===== src/rtl/if_pkg.sv =====
// Shared types and constants for the instruction fetch unit.
package if_pkg;

  typedef enum logic [1:0] {
    ST_IDLE = 2'd0,
    ST_REQ  = 2'd1,
    ST_WAIT = 2'd2,
    ST_HOLD = 2'd3
  } if_state_e;

  localparam logic [31:0] IF_RESET_PC = 32'h0000_0000;

  // Force a target address onto a word boundary.
  function automatic logic [31:0] align_word(input logic [31:0] addr);
    return addr & 32'hFFFF_FFFC;
  endfunction

endpackage


===== src/rtl/if_rsp_buf.sv =====
// Single-entry buffer that parks a fetched word while decode is stalled.
module if_rsp_buf (
  input  logic        clk,
  input  logic        rst,
  input  logic        load,
  input  logic        clear,
  input  logic [31:0] load_data,
  output logic [31:0] data,
  output logic        valid
);

  logic [31:0] data_q, data_d;
  logic        valid_q, valid_d;

  // Clear wins over load so a redirect always empties the entry.
  always_comb begin
    data_d  = data_q;
    valid_d = valid_q;
    if (clear) begin
      data_d  = 32'h0;
      valid_d = 1'b0;
    end else if (load) begin
      data_d  = load_data;
      valid_d = 1'b1;
    end
  end

  // Buffer storage with asynchronous active-low reset.
  always_ff @(posedge clk or negedge rst) begin
    if (!rst) begin
      data_q  <= 32'h0;
      valid_q <= 1'b0;
    end else begin
      data_q  <= data_d;
      valid_q <= valid_d;
    end
  end

  assign data  = data_q;
  assign valid = valid_q;

endmodule


===== src/rtl/if_fetch_unit.sv =====
// Instruction fetch: one outstanding memory request, stall buffering and
// redirect/trap handling with a single dropped stale response.
module if_fetch_unit
  import if_pkg::*;
#(
  parameter logic [31:0] RESET_PC = IF_RESET_PC
) (
  input  logic        clk,
  input  logic        rst,
  output logic        im_req_valid,
  input  logic        im_req_ready,
  output logic [31:0] im_req_addr,
  input  logic        im_rsp_valid,
  input  logic [31:0] im_rsp_data,
  input  logic        stall_id,
  input  logic        redirect_valid,
  input  logic [31:0] redirect_pc,
  input  logic        trap_valid,
  input  logic [31:0] trap_pc,
  output logic [31:0] pc_out,
  output logic [31:0] Instr_out,
  output logic        IF_ID_RegWrite,
  output logic        Instr_flush
);

  if_state_e   state_q, state_d;
  logic [31:0] pc_q, pc_d;
  logic [31:0] req_addr_q, req_addr_d;
  logic        drop_q, drop_d;

  logic        buf_load, buf_clear, buf_valid;
  logic [31:0] buf_data;

  logic        redir;
  logic [31:0] redir_tgt;

  // Trap target takes priority over a branch target in the same cycle.
  assign redir     = trap_valid | redirect_valid;
  assign redir_tgt = align_word(trap_valid ? trap_pc : redirect_pc);

  assign im_req_addr = req_addr_q;

  if_rsp_buf u_rsp_buf (
    .clk       (clk),
    .rst       (rst),
    .load      (buf_load),
    .clear     (buf_clear),
    .load_data (im_rsp_data),
    .data      (buf_data),
    .valid     (buf_valid)
  );

  // Next-state, next-pc and IF/ID write controls.
  always_comb begin
    state_d        = state_q;
    pc_d           = pc_q;
    req_addr_d     = req_addr_q;
    drop_d         = drop_q;
    buf_load       = 1'b0;
    buf_clear      = 1'b0;
    im_req_valid   = 1'b0;
    IF_ID_RegWrite = 1'b0;
    Instr_flush    = 1'b0;
    Instr_out      = 32'h0;
    pc_out         = 32'h0;

    case (state_q)
      ST_IDLE: begin
        if (redir) pc_d = redir_tgt;
        state_d = ST_REQ;
      end
      ST_REQ: begin
        im_req_valid = 1'b1;
        // A redirect here lets the pending request complete and drops its data.
        if (redir) begin
          pc_d   = redir_tgt;
          drop_d = 1'b1;
        end
        if (im_req_ready) state_d = ST_WAIT;
      end
      ST_WAIT: begin
        if (im_rsp_valid) begin
          state_d = ST_REQ;
          drop_d  = 1'b0;
          if (redir) begin
            pc_d = redir_tgt;
          end else if (!drop_q) begin
            if (stall_id) begin
              buf_load = 1'b1;
              state_d  = ST_HOLD;
            end else begin
              IF_ID_RegWrite = 1'b1;
              Instr_out      = im_rsp_data;
              pc_out         = req_addr_q;
              pc_d           = req_addr_q + 32'd4;
            end
          end
        end else if (redir) begin
          pc_d   = redir_tgt;
          drop_d = 1'b1;
        end
      end
      ST_HOLD: begin
        if (redir) begin
          pc_d      = redir_tgt;
          buf_clear = 1'b1;
          state_d   = ST_REQ;
        end else if (!stall_id && buf_valid) begin
          IF_ID_RegWrite = 1'b1;
          Instr_out      = buf_data;
          pc_out         = req_addr_q;
          pc_d           = req_addr_q + 32'd4;
          buf_clear      = 1'b1;
          state_d        = ST_REQ;
        end
      end
      default: state_d = ST_IDLE;
    endcase

    // Any redirect outside IDLE writes a bubble into IF/ID.
    if (redir && (state_q != ST_IDLE)) begin
      IF_ID_RegWrite = 1'b1;
      Instr_flush    = 1'b1;
    end

    // Every entry to REQ issues the most recent pc.
    if ((state_d == ST_REQ) && (state_q != ST_REQ)) req_addr_d = pc_d;
  end

  // State and address registers with asynchronous active-low reset.
  always_ff @(posedge clk or negedge rst) begin
    if (!rst) begin
      state_q    <= ST_IDLE;
      pc_q       <= RESET_PC;
      req_addr_q <= RESET_PC;
      drop_q     <= 1'b0;
    end else begin
      state_q    <= state_d;
      pc_q       <= pc_d;
      req_addr_q <= req_addr_d;
      drop_q     <= drop_d;
    end
  end

endmodule


===== config.mk =====
export PLATFORM = sky130hd
export DESIGN_NAME = if_fetch_unit
export DESIGN_NICKNAME = d
export VERILOG_FILES = /design/src/rtl/if_pkg.sv /design/src/rtl/if_rsp_buf.sv /design/src/rtl/if_fetch_unit.sv
export SDC_FILE = /design/constraint.sdc
export NUM_CORES = 1
export LEC_CHECK = 0
export ABC_AREA = 1
export BUFFER_PORTS_ARGS = -buffer_cell sky130_fd_sc_hd__buf_2
export CAP_MARGIN = 10
export CORE_ASPECT_RATIO = 1.2
export CORE_UTILIZATION = 40
export DETAILED_ROUTE_END_ITERATION = 10
export GPL_ROUTABILITY_DRIVEN = 0
export GPL_TIMING_DRIVEN = 0
export PLACE_DENSITY = 0.64
export SYNTH_ARGS = -nofsm -noshare
export SYNTH_HDL_FRONTEND = slang
export SYNTH_HIERARCHICAL = 1
export SYNTH_SLANG_ARGS = --single-unit

===== constraint.sdc =====
create_clock -name clk -period 2.1 [get_ports clk]
set_input_delay 0.21 -clock clk [delete_from_list [all_inputs] [get_ports clk]]
set_output_delay 0.21 -clock clk [all_outputs]
set_load 0.01 [all_outputs]

==> results.py <==
metrics = {
    "detailed_routing": {
        "postRouteAntennaNets": 0,
        "route.final.wire_length_um": 20100,
        "route.vias.total": 6283,
        "wl_per_cell_um": 16.75,
        "drt_first_pass_iters": 6,
        "detail_route.vias_per_cell": 5.236,
        "drt_iter0_markers": 451,
        "drcViolationCount": 0,
    },
    "logic_synthesis": {
        "synthDistinctLibCells": 36,
        "yosysTopAreaCell": "sky130_fd_sc_hd__dfrtp_1",
        "synthDominantCellAreaShare": 0.4247,
        "asyncSetResetFlopFracSynth": 1.000,
        "synth_seq_cells": 100,
        "syn-instance-count": 801,
        "total_nets_after_synthesis": 910,
        "synth.yosys.seq_area_share": 0.4247,
        "ys_dominant_reg_cell": "sky130_fd_sc_hd__dfrtp_1",
        "synthTopCellsByArea": "sky130_fd_sc_hd__dfrtp_1, sky130_fd_sc_hd__nand2_1, sky130_fd_sc_hd__nand3_1",
        "yosys_warnings": 6,
        "netlist_area_um2": 5892,
        "synth_enable_flop_cells": 0,
        "synth.avg_cell_area_um2": 7.356,
    },
    "power": {
        "pwr_density_cell_nw_per_um2": 973.6,
        "combinationalPowerShare": 0.390,
        "p_sw_frac": 0.4172,
        "p_clk_frac": 0.229,
        "ir_worst_vdd_uv": 547.9,
        "p_seq_frac": 0.381,
        "switching_power_mw": 3.161,
        "leakagePower_nw": 4.175,
        "internal-power_mw": 4.415,
    },
    "floorplanning": {
        "die-width_um": 112.8,
        "initial_standard_cell_utilization_of_the_core": 0.4088,
        "boundaryPins": 202,
        "core-area_um2": 14410,
        "die_h_um": 135.0,
        "die_area_um2": 15220,
        "core.rowCount": 48,
    },
    "timing": {
        "number_of_pins_exceeding_their_max_slew_limit_in_the_final_report": 0,
        "hold_viol_final": 62,
        "max_slew_margin": 0.4377,
        "finalWorstPathRequiredPeriod_ns": 2.049,
        "worstMarginPinSlew_ns": 0.8435,
        "hold_slack_ns": -0.02409,
        "fmax_mhz": 488.1,
        "skew_ns": 0.01044,
        "total_negative_setup_slack_ns": 0,
        "rsz_0062_raised_after_global_routing": "yes",
        "setup_viol_count_final": 0,
        "finalCritPeriodShare": 0.9756,
        "final_critical_path_setup_slack_ns": 0.05118,
    },
    "flow_run": {
        "maxCapViolations": 0,
    },
    "critical_path": {
        "critical-path-max-stage-delay_ns": 0.46,
        "timing.reg2reg.worst_path_depth": 11,
        "criticalPathCategory": "flip-flop to output pin",
        "timing.critical_path.cells": "buf_4 -> ha_4 -> nand3_4 -> inv_2 -> buf_4 -> a22o_1 -> buf_2",
        "worst_path_max_delay_cell": "sky130_fd_sc_hd__dfrtp_2",
        "path_max_fanout": 10,
        "regToRegSetupSlack_ns": 0.12,
        "cpMostUsedCell": "sky130_fd_sc_hd__buf_4",
        "reg2reg_start": "state_q[1]$_DFF_PN0_",
        "setup.worst_path.end_class": "output pin",
        "worstPathArrival_ns": 1.84,
        "element_type_at_the_critical_path_start": "flip-flop",
        "r2r-end": "im_req_addr[15]$_DFFE_PN0P_",
        "required_ns": 1.89,
    },
    "place": {
        "post-dp-hpwl_um": 14790,
        "placement.setup.worst_slack_ns": -0.4495,
        "place.port_buffers": 197,
    },
    "clock_tree": {
        "cts_inserted_buffers": 9,
        "tritoncts": "built",
        "tritoncts_num_sinks": 100,
        "worst_setup_hold_path_clk_slew_ns": 0.06,
        "clkLatencyLatePin_ns": 0.35,
        "clock_path_buffers": 2,
        "cts.root.buffer_cell": "sky130_fd_sc_hd__clkbuf_16",
        "cts-htree-levels": 3,
    },
    "global_route": {
        "grt_usage": 0.2706,
        "groute.layer.met3.usage": 0.02917,
        "grt_pass1_vias": 5887,
        "largest_net_degree_at_the_start_of_global_routing": 64,
        "antenna_found_initial": 0,
        "first_pass_grt_wire_length_um": 31480,
        "gr-total-overflow": 0,
        "use_met2": 0.4664,
        "met1_usage": 0.3472,
        "gr-max-usage-layer": "met2",
    },
    "finish": {
        "area_delta_synth_final_pct": 32.07,
        "final_layout_size_suffix_gt1_frac": 0.2917,
        "layout.nets": 1129,
        "antenna-diode-count": 0,
        "final_util": 0.5398,
    },
    "status": {
        "status": "finished, violations left",
        "violations": "negative hold slack",
    },
    "hold_path": {
        "hold_path_class": "input pin to asynchronous set/reset pin",
    },
}
Yosys cell counts, drive strengths merged (3+ instances only):
library cell	instances
nand2	244
clkbuf	11
a22o	32
nor3	3
a21oi	8
inv	83
nand3b	4
o211ai	3
dfrtp	100
nand3	102
o21ai	39
a22oi	24
buf	26
o22ai	5
ha	6
nor2	93
nand4	10
kinds of logic (layout without fill, tap and decap cells):
family | count (synthesis) | after routing | synth area share
and+or+nand+nor | 456 | 456 | 0.3313
buffers and inverters | 120 | 344 | 0.09131
AOI/OAI and AO/OA | 117 | 117 | 0.1370
DFF | 100 | 100 | 0.4247
adders and majority gates | 6 | 6 | 0.01274
xor gates and xnor gates | 2 | 2 | 0.002974
power groups by stage:
stage / clock [mW] / combinational, mW / sequential, mW
after floorplan: 0 / 1.62 / 2.88
after CTS: 1.76 / 2.83 / 2.87
after global placement: 0 / 2.70 / 2.90
after global routing: 1.84 / 3.30 / 2.95
final: 1.74 / 2.95 / 2.88
after detailed placement: 0 / 2.74 / 2.89
sequential cells by signal, indices dropped and copies added (netlist names):
register / flops
drop_q: 1
im_req_addr: 32
pc_q: 32
state_q: 2
u_rsp_buf/data: 32
u_rsp_buf/valid: 1
placed cells by master, fill, tap and decap left out, types with 3 or more instances in the layout:
master                      instances
sky130_fd_sc_hd__nand2_1          240
sky130_fd_sc_hd__buf_2            199
sky130_fd_sc_hd__nand3_1          100
sky130_fd_sc_hd__dfrtp_1           98
sky130_fd_sc_hd__inv_1             74
sky130_fd_sc_hd__nor2_1            73
sky130_fd_sc_hd__a22o_1            32
sky130_fd_sc_hd__a22oi_1           24
sky130_fd_sc_hd__o21ai_1           20
sky130_fd_sc_hd__buf_4             19
sky130_fd_sc_hd__o21ai_0           18
sky130_fd_sc_hd__nor2_2            14
sky130_fd_sc_hd__buf_6             11
sky130_fd_sc_hd__clkbuf_16         11
sky130_fd_sc_hd__nand4_1           10
sky130_fd_sc_hd__clkbuf_1           7
sky130_fd_sc_hd__a21oi_1            7
sky130_fd_sc_hd__inv_2              6
sky130_fd_sc_hd__clkbuf_8           5
sky130_fd_sc_hd__o22ai_1            5
sky130_fd_sc_hd__nor2_4             5
sky130_fd_sc_hd__nand3b_1           4
sky130_fd_sc_hd__ha_1               4
sky130_fd_sc_hd__clkbuf_4           3
sky130_fd_sc_hd__o211ai_1           3
sky130_fd_sc_hd__buf_12             3
routing by layer:
| metal | share of wire | vias up |
|---|---|---|
| li1 | - | 3081 |
| met1 | 0.42 | 2917 |
| met2 | 0.49 | 243 |
| met3 | 0.056 | 42 |
| met4 | 0.032 | 0 |
| met5 | 0 | - |
worst max-delay path by stage:
stage                                    start                          end  slack (ns)
final                     state_q[1]$_DFF_PN0_                 Instr_out[7]        0.05
after global routing      state_q[1]$_DFF_PN0_  im_req_addr[15]$_DFFE_PN0P_       -0.01
after CTS                 state_q[1]$_DFF_PN0_                Instr_out[25]       -0.03
after detailed placement  state_q[0]$_DFF_PN0_                   pc_out[17]       -0.45
after global placement    state_q[0]$_DFF_PN0_                   pc_out[17]       -0.47
after floorplan           state_q[0]$_DFF_PN0_                   pc_out[10]        0.25
final cells by class:
class,count,area (um^2)
fillers,1433,6633
multi-input cells,581,2964
flip-flops and latches,100,2505
repair buffers,209,1139
inverters,83,332.8
plain buffers,36,316.6
clock buffers,13,260.3
well taps,175,219.0
clock inverters,3,45.04
repair_timing:
item,4_1_cts,5_1_grt
cloned,0,2
pin swaps,1,2
hold buffers,0,0
resized for setup,53,37
setup endpoints to repair,90,87
setup buffers,6,3
worst max-delay path, delay by kind of cell (launching register included):
| kind | cells | cell delay [ns] |
|---|---|---|
| flip-flops | 1 | 0.46 |
| buffers and inverters | 4 | 0.55 |
| AND/OR/NAND/NOR | 1 | 0.11 |
| AO/OA/AOI/OAI | 1 | 0.19 |
| adder cells (fa/ha/maj) | 1 | 0.18 |
per-stage QoR:
| stage | power (mW) | cell area, um^2 | instances |
|---|---|---|---|
| 2_1_floorplan | 4.495 | 5892 | 801 |
| 3_3_place_gp | 5.603 | 7097 | 1173 |
| 3_5_place_dp | 5.634 | 7119 | 1174 |
| 4_1_cts | 7.458 | 7644 | 1196 |
| 5_1_grt | 8.086 | 7781 | 1200 |
| 6_report | 7.576 | 7781 | 1200 |
No activity file was read; power rests on OpenSTA's default activity.
